===== src/rtl/fir_seq_if.sv =====
// Band-queue / coefficient-ROM / result bus for one equalizer band sequencer.
// Handshake: 'sequencing' acts as a valid with no ready. Every cycle it is high
// carries one sample pair, and the sequencer always accepts it. 'vld' and 'err'
// are single-cycle strobes to the downstream stage, which cannot stall them.
interface fir_seq_if #(
    parameter int ADDR_W = 10
);
    logic              sequencing;
    logic [15:0]       lft_smpl;
    logic [15:0]       rght_smpl;
    logic [ADDR_W-1:0] coeff_addr;
    logic [15:0]       coeff;
    logic [15:0]       lft_out;
    logic [15:0]       rght_out;
    logic              vld;
    logic              err;
    logic              busy;

    // Sequencer side
    modport slave (
        input  sequencing, lft_smpl, rght_smpl, coeff,
        output coeff_addr, lft_out, rght_out, vld, err, busy
    );

    // Queue / ROM / downstream side
    modport master (
        output sequencing, lft_smpl, rght_smpl, coeff,
        input  coeff_addr, lft_out, rght_out, vld, err, busy
    );
endinterface


===== src/rtl/fir_seq_ctrl.sv =====
// Tap sequencer and stereo MAC for one equalizer band.
// Walks the coefficient ROM in step with the incoming sample stream,
// accumulates sample*coeff per channel, and after the stream ends emits one
// saturated 16-bit result per channel (vld), or err if the run length was wrong.
module fir_seq_ctrl #(
    parameter int TAPS   = 1021,
    parameter int ADDR_W = 10,
    parameter int ACC_W  = 42
) (
    input  logic        clk,
    input  logic        rst_n,
    fir_seq_if.slave    bus,
    output logic [1:0]  dbg_state_o
);

    localparam logic [1:0] S_IDLE  = 2'd0;
    localparam logic [1:0] S_RUN   = 2'd1;
    localparam logic [1:0] S_DRAIN = 2'd2;
    localparam logic [1:0] S_DONE  = 2'd3;

    localparam logic [ADDR_W-1:0]       LAST_ADDR = ADDR_W'(TAPS - 1);
    localparam logic [ADDR_W:0]         RUN_LEN   = (ADDR_W + 1)'(TAPS);
    localparam logic signed [ACC_W-1:0] SAT_MAX   = ACC_W'(32767);
    localparam logic signed [ACC_W-1:0] SAT_MIN   = -SAT_MAX - 1;

    logic [1:0]         state_q, state_d;
    logic [ADDR_W-1:0]  addr_q, addr_d;
    logic [ADDR_W:0]    len_q, len_d;
    logic               drain_q, drain_d;

    // Stage A: captured samples; stage B: products
    logic               a_vld_q, a_first_q;
    logic signed [15:0] a_l_q, a_r_q;
    logic               b_vld_q, b_first_q;
    logic signed [31:0] b_l_q, b_r_q;
    logic signed [ACC_W-1:0] acc_l_q, acc_r_q;

    logic        vld_q, err_q, busy_q;
    logic [15:0] lft_q, rght_q;

    logic        take;
    logic        len_ok;
    logic signed [ACC_W-1:0] prod_l_ext, prod_r_ext;

    // A sample is consumed only while idle or running; DRAIN/DONE ignore the stream
    assign take   = bus.sequencing && ((state_q == S_IDLE) || (state_q == S_RUN));
    assign len_ok = (len_q == RUN_LEN);

    assign prod_l_ext = {{(ACC_W-32){b_l_q[31]}}, b_l_q};
    assign prod_r_ext = {{(ACC_W-32){b_r_q[31]}}, b_r_q};

    // Arithmetic shift down to Q15 and clamp to the signed 16-bit range
    function automatic logic [15:0] sat16(input logic signed [ACC_W-1:0] a);
        logic signed [ACC_W-1:0] s;
        s = a >>> 15;
        if (s > SAT_MAX)      sat16 = 16'h7FFF;
        else if (s < SAT_MIN) sat16 = 16'h8000;
        else                  sat16 = s[15:0];
    endfunction

    // Next-state logic: FSM, saturating tap address, saturating run length
    always_comb begin
        state_d = state_q;
        addr_d  = addr_q;
        len_d   = len_q;
        drain_d = drain_q;
        case (state_q)
            S_IDLE: begin
                if (bus.sequencing) begin
                    state_d = S_RUN;
                    len_d   = (ADDR_W + 1)'(1);
                    addr_d  = (addr_q == LAST_ADDR) ? addr_q : addr_q + 1'b1;
                end
            end
            S_RUN: begin
                if (bus.sequencing) begin
                    addr_d = (addr_q == LAST_ADDR) ? addr_q : addr_q + 1'b1;
                    len_d  = (&len_q) ? len_q : len_q + 1'b1;
                end else begin
                    state_d = S_DRAIN;
                    drain_d = 1'b0;
                end
            end
            S_DRAIN: begin
                drain_d = 1'b1;
                if (drain_q) state_d = S_DONE;
            end
            default: begin
                state_d = S_IDLE;
                addr_d  = '0;
            end
        endcase
    end

    // Control registers
    always_ff @(posedge clk or negedge rst_n) begin
        if (!rst_n) begin
            state_q <= S_IDLE;
            addr_q  <= '0;
            len_q   <= '0;
            drain_q <= 1'b0;
        end else begin
            state_q <= state_d;
            addr_q  <= addr_d;
            len_q   <= len_d;
            drain_q <= drain_d;
        end
    end

    // Two-stage multiply pipeline and accumulators; the first product loads the accumulator
    always_ff @(posedge clk or negedge rst_n) begin
        if (!rst_n) begin
            a_vld_q   <= 1'b0;
            a_first_q <= 1'b0;
            a_l_q     <= '0;
            a_r_q     <= '0;
            b_vld_q   <= 1'b0;
            b_first_q <= 1'b0;
            b_l_q     <= '0;
            b_r_q     <= '0;
            acc_l_q   <= '0;
            acc_r_q   <= '0;
        end else begin
            a_vld_q   <= take;
            a_first_q <= take && (state_q == S_IDLE);
            if (take) begin
                a_l_q <= $signed(bus.lft_smpl);
                a_r_q <= $signed(bus.rght_smpl);
            end
            b_vld_q   <= a_vld_q;
            b_first_q <= a_first_q;
            b_l_q     <= a_l_q * $signed(bus.coeff);
            b_r_q     <= a_r_q * $signed(bus.coeff);
            if (b_vld_q) begin
                acc_l_q <= (b_first_q ? '0 : acc_l_q) + prod_l_ext;
                acc_r_q <= (b_first_q ? '0 : acc_r_q) + prod_r_ext;
            end
        end
    end

    // Result registers and status strobes
    always_ff @(posedge clk or negedge rst_n) begin
        if (!rst_n) begin
            vld_q  <= 1'b0;
            err_q  <= 1'b0;
            busy_q <= 1'b0;
            lft_q  <= '0;
            rght_q <= '0;
        end else begin
            vld_q  <= (state_q == S_DONE) && len_ok;
            err_q  <= (state_q == S_DONE) && !len_ok;
            busy_q <= (state_d != S_IDLE) || (state_q == S_DONE);
            if ((state_q == S_DONE) && len_ok) begin
                lft_q  <= sat16(acc_l_q);
                rght_q <= sat16(acc_r_q);
            end
        end
    end

    assign bus.coeff_addr = addr_q;
    assign bus.lft_out    = lft_q;
    assign bus.rght_out   = rght_q;
    assign bus.vld        = vld_q;
    assign bus.err        = err_q;
    assign bus.busy       = busy_q;
    assign dbg_state_o    = state_q;

endmodule


===== src/flat_wrapper.sv =====
// flat-port wrapper written by rule: the top's interface ports become plain ports
module fir_seq_ctrl_flat 
#(
    parameter int TAPS   = 1021,
    parameter int ADDR_W = 10,
    parameter int ACC_W  = 42
)
  (clk, rst_n, dbg_state_o, bus_sequencing, bus_lft_smpl, bus_rght_smpl, bus_coeff, bus_coeff_addr, bus_lft_out, bus_rght_out, bus_vld, bus_err, bus_busy);
  fir_seq_if #(.ADDR_W(ADDR_W)) bus_i ();
  input  logic clk;
  input  logic rst_n;
  output logic [1:0] dbg_state_o;
  input wire logic [$bits(bus_i.sequencing)-1:0] bus_sequencing;
  input wire logic [$bits(bus_i.lft_smpl)-1:0] bus_lft_smpl;
  input wire logic [$bits(bus_i.rght_smpl)-1:0] bus_rght_smpl;
  input wire logic [$bits(bus_i.coeff)-1:0] bus_coeff;
  output wire logic [$bits(bus_i.coeff_addr)-1:0] bus_coeff_addr;
  output wire logic [$bits(bus_i.lft_out)-1:0] bus_lft_out;
  output wire logic [$bits(bus_i.rght_out)-1:0] bus_rght_out;
  output wire logic [$bits(bus_i.vld)-1:0] bus_vld;
  output wire logic [$bits(bus_i.err)-1:0] bus_err;
  output wire logic [$bits(bus_i.busy)-1:0] bus_busy;
  assign bus_i.sequencing = bus_sequencing;
  assign bus_i.lft_smpl = bus_lft_smpl;
  assign bus_i.rght_smpl = bus_rght_smpl;
  assign bus_i.coeff = bus_coeff;
  assign bus_coeff_addr = bus_i.coeff_addr;
  assign bus_lft_out = bus_i.lft_out;
  assign bus_rght_out = bus_i.rght_out;
  assign bus_vld = bus_i.vld;
  assign bus_err = bus_i.err;
  assign bus_busy = bus_i.busy;
  fir_seq_ctrl #(.TAPS(TAPS), .ADDR_W(ADDR_W), .ACC_W(ACC_W)) u_core (.clk(clk), .rst_n(rst_n), .bus(bus_i), .dbg_state_o(dbg_state_o));
endmodule

===== config.mk =====
export PLATFORM = sky130hd
export DESIGN_NAME = fir_seq_ctrl_flat
export DESIGN_NICKNAME = d
export VERILOG_FILES = /design/src/rtl/fir_seq_if.sv /design/src/rtl/fir_seq_ctrl.sv /design/src/flat_wrapper.sv
export SDC_FILE = /design/constraint.sdc
export NUM_CORES = 2
export LEC_CHECK = 0
export ABC_AREA = 1
export BUFFER_PORTS_ARGS = -buffer_cell sky130_fd_sc_hd__buf_2
export CAP_MARGIN = 20
export CORE_UTILIZATION = 24
export CTS_BUF_LIST = sky130_fd_sc_hd__clkbuf_16
export CTS_CLUSTER_SIZE = 25
export DETAILED_ROUTE_END_ITERATION = 6
export MAX_ROUTING_LAYER = met4
export PLACE_DENSITY_LB_ADDON = 0.25
export SYNTH_ARGS = -nofsm -noshare
export SYNTH_HDL_FRONTEND = slang
export SYNTH_SLANG_ARGS = --single-unit

===== constraint.sdc =====
create_clock -name clk -period 8.25 [get_ports clk]
set_clock_uncertainty 0.15 [all_clocks]
set_input_delay 0.825 -clock clk [delete_from_list [all_inputs] [get_ports clk]]
set_output_delay 0.825 -clock clk [all_outputs]
set_load 0.02 [all_outputs]

==> flow_metrics.env <==
export IMPL_rsz0062_at_grt="false"
export IMPL_synthFlopType="dfrtp_1"
export IMPL_vias=30774
export IMPL_die_h_um=395
export IMPL_grt_usage_pct=15.0
export IMPL_synthTopCellsByArea="fa_1 28%, nand2_1 17%, dfrtp_1 16%"
export IMPL_area_delta_synth_final_pct=10.2
export IMPL_grt_overflow_total=0
export IMPL_drc=0
export IMPL_crit_fanout=32
export IMPL_finalSetupTns_ns=0
export IMPL_cts_inserted_buffers=35
export IMPL_hold_slack_ns=0.126
export IMPL_synth_nets=6041
export IMPL_wl_um=112000
export IMPL_clock_latency_ns=0.60
export IMPL_drt_iter0_markers=1936
export IMPL_synth_cell_types=46
export IMPL_max_freq_mhz=154
export IMPL_grt_pass1_vias=31860
export IMPL_pin_count=98
export IMPL_hold_viol=0
export IMPL_synthArstFlopShare_pct=100
export IMPL_fillCellCount=16980
export IMPL_arrival_ns=6.80
export IMPL_clk_transition_reported_paths_ns=0.06
export IMPL_syn_area_um2=37100
export IMPL_period_share_pct=78.5
export IMPL_htreeDepth=2
export IMPL_syn_inst=5214
export IMPL_coreArea_um2=153000
export IMPL_start_util_pct=24.3
export IMPL_grt_pass1_wl_um=180000
export IMPL_slew_limit_headroom_pct=32.0
export IMPL_cts_tree="built"
export IMPL_synth_edf_count=0
export IMPL_drtAntennaViolNets=0
export IMPL_dpl_hpwl_um=90600
export IMPL_dieArea_um2=156000
export IMPL_tightest_slew_ns=1.02
export IMPL_drtPass1Iterations=5
export IMPL_crit_type="input pin to flop"
export IMPL_regArea_um2=6080
export IMPL_outcome="finished clean"
export IMPL_ys_ff_latch=243
export IMPL_port_buffers=97
export IMPL_ys_warn_count=0
export IMPL_synth_top_cell_area_share_pct=28.4
export IMPL_rows=143
export IMPL_antenna_found_initial=6
export IMPL_holdBufCountCts=0
export IMPL_ys_top_cells_by_count="1655 x nand2_1, 1327 x inv_1, 526 x fa_1"
export IMPL_clockRootBuffer="clkbuf_16"
export IMPL_hold_class="input pin to asynchronous set/reset pin"
export IMPL_die_x_um=395
export IMPL_multi_input_area_um2=25400
export IMPL_via_per_inst=4.23
export IMPL_layout_drive_gt1_share_pct=4.26
export IMPL_finalNonFillerCells=7272
export IMPL_fin_area_um2=40900
export IMPL_crit_path_end_kind="flop"
export IMPL_clock_sinks=243
export IMPL_clock_tree_buffer_depth=3
export IMPL_post_cts_setup_buffer_count=0
export IMPL_dp_cells=7207
export IMPL_place_area_um2=39700
export IMPL_cts_resized=0
export IMPL_critPathLaunchType="input pin"
export IMPL_wl_per_cell_um=15.4
export IMPL_nets=6041
export IMPL_synth_top_area_cell="fa_1"
export IMPL_finalWeightedCongestion=0.918
export IMPL_avgSynthCellArea_um2=7.11
export IMPL_ys_seq_area_share_pct=16.4
export IMPL_setup_viol=0
export IMPL_cp_required_ns=8.58
export IMPL_max_cap_violations=0
export IMPL_fin_crit_ns=6.48
export IMPL_grt_max_degree=147
export IMPL_synth_most_common_cell="nand2_1"
export IMPL_maxSlewViolCount=0
==> path summary, 6_finish.rpt <==
kind | to | startpoint | cells after the start | slack, ns
setup / recovery | u_core.b_l_q[31] | bus_coeff[1] | 19 | 1.77
hold / removal | u_core.bus.lft_out[6] | rst_n | 1 | 0.13
setup reg to reg | u_core.b_l_q[31] | u_core.a_l_q[15] | 18 | 1.88
hold reg to reg | u_core.b_vld_q | u_core.a_vld_q | 0 | 0.20
max in group asynchronous | u_core.acc_r_q[16] | rst_n | 2 | 6.44
min in group clk | u_core.b_vld_q | u_core.a_vld_q | 0 | 0.20
==> through the flow <==
stage / setup WS (ns) / utilization, %
final: 1.77 / 26.8
after global routing: 1.42 / 26.8
after CTS: 1.84 / 26.8
after detailed placement: 1.19 / 26.0
after global placement: 1.15 / 26.0
after floorplan: 2.27 / -
==> cells by family (layout without fill, tap and decap cells) <==
group / count (synthesis) / after routing / share of synthesized area [%]
flip-flops: 243 / 243 / 16.4
adder cells (fa/ha/maj): 776 / 776 / 36.8
AO/OA/AOI/OAI: 300 / 300 / 4.44
XOR/XNOR: 86 / 86 / 2.03
other: 0 / 3 / 0
multiplexers: 2 / 2 / 0.0607
buffers and inverters: 1486 / 1511 / 15.1
AND/OR/NAND/NOR: 2321 / 2321 / 25.2
==> cell usage in the layout, fill, tap and decap left out, types with 7 or more instances in the layout <==
master / count
nand2_1: 1655
nand3_1: 175
o21ai_0: 92
inv_2: 7
nor4_1: 10
ha_1: 250
clkbuf_16: 36
buf_4: 18
nand4_1: 42
dfrtp_1: 241
o21bai_1: 14
a21o_1: 11
xnor2_1: 35
a31oi_1: 8
nand2_2: 7
nand3b_1: 20
buf_2: 96
nor3_1: 20
inv_1: 1332
a21oi_1: 122
nor2_1: 349
fa_1: 526
o21ai_1: 33
or2_2: 13
xor2_1: 51
==> flip-flops by register name, summed over array words and instances, names as in the netlist, 2 cells and up <==
name / flops
u_core.dbg_state_o: 2
u_core.acc_r_q: 42
u_core.bus.lft_out: 16
u_core.a_r_q: 16
u_core.bus.coeff_addr: 10
u_core.acc_l_q: 42
u_core.bus.rght_out: 16
u_core.b_l_q: 32
u_core.a_l_q: 16
u_core.len_q: 11
u_core.b_r_q: 32
==> metal layers <==
layer,track usage (%),vias to the layer above,part of all wire [%]
li1,-,15184,-
met1,22.2,14850,52
met2,21.9,636,42
met3,1.78,104,4.9
met4,2.83,0,1.6
met5,-,-,0
==> worst max-delay path, stage by stage <==
cell and delay (ns):
buf_2 0.63, nand2_1 0.21, inv_1 0.18, fa_1 0.55
fa_1 0.90, fa_1 0.53, fa_1 0.51, fa_1 0.50
inv_1 0.05, fa_1 0.47, inv_1 0.04, ha_1 0.33
a21oi_1 0.29, o21ai_0 0.20, a21oi_1 0.21, or2_0 0.13
nand3_1 0.08, nand3_1 0.08, nand2_1 0.06
==> area by class of cell <==
cell class,instances,area share (%)
multi-input cells,3485,62.2
flip-flops and latches,243,14.9
clock inverters,26,0.643
inverters,1333,12.2
clock buffers,36,2.20
diodes,3,0.0184
repair buffers,116,1.59
well taps,2030,6.21
Power is not shown: default switching activity piles up to over one toggle a cycle in this logic, so the estimate is an artifact.
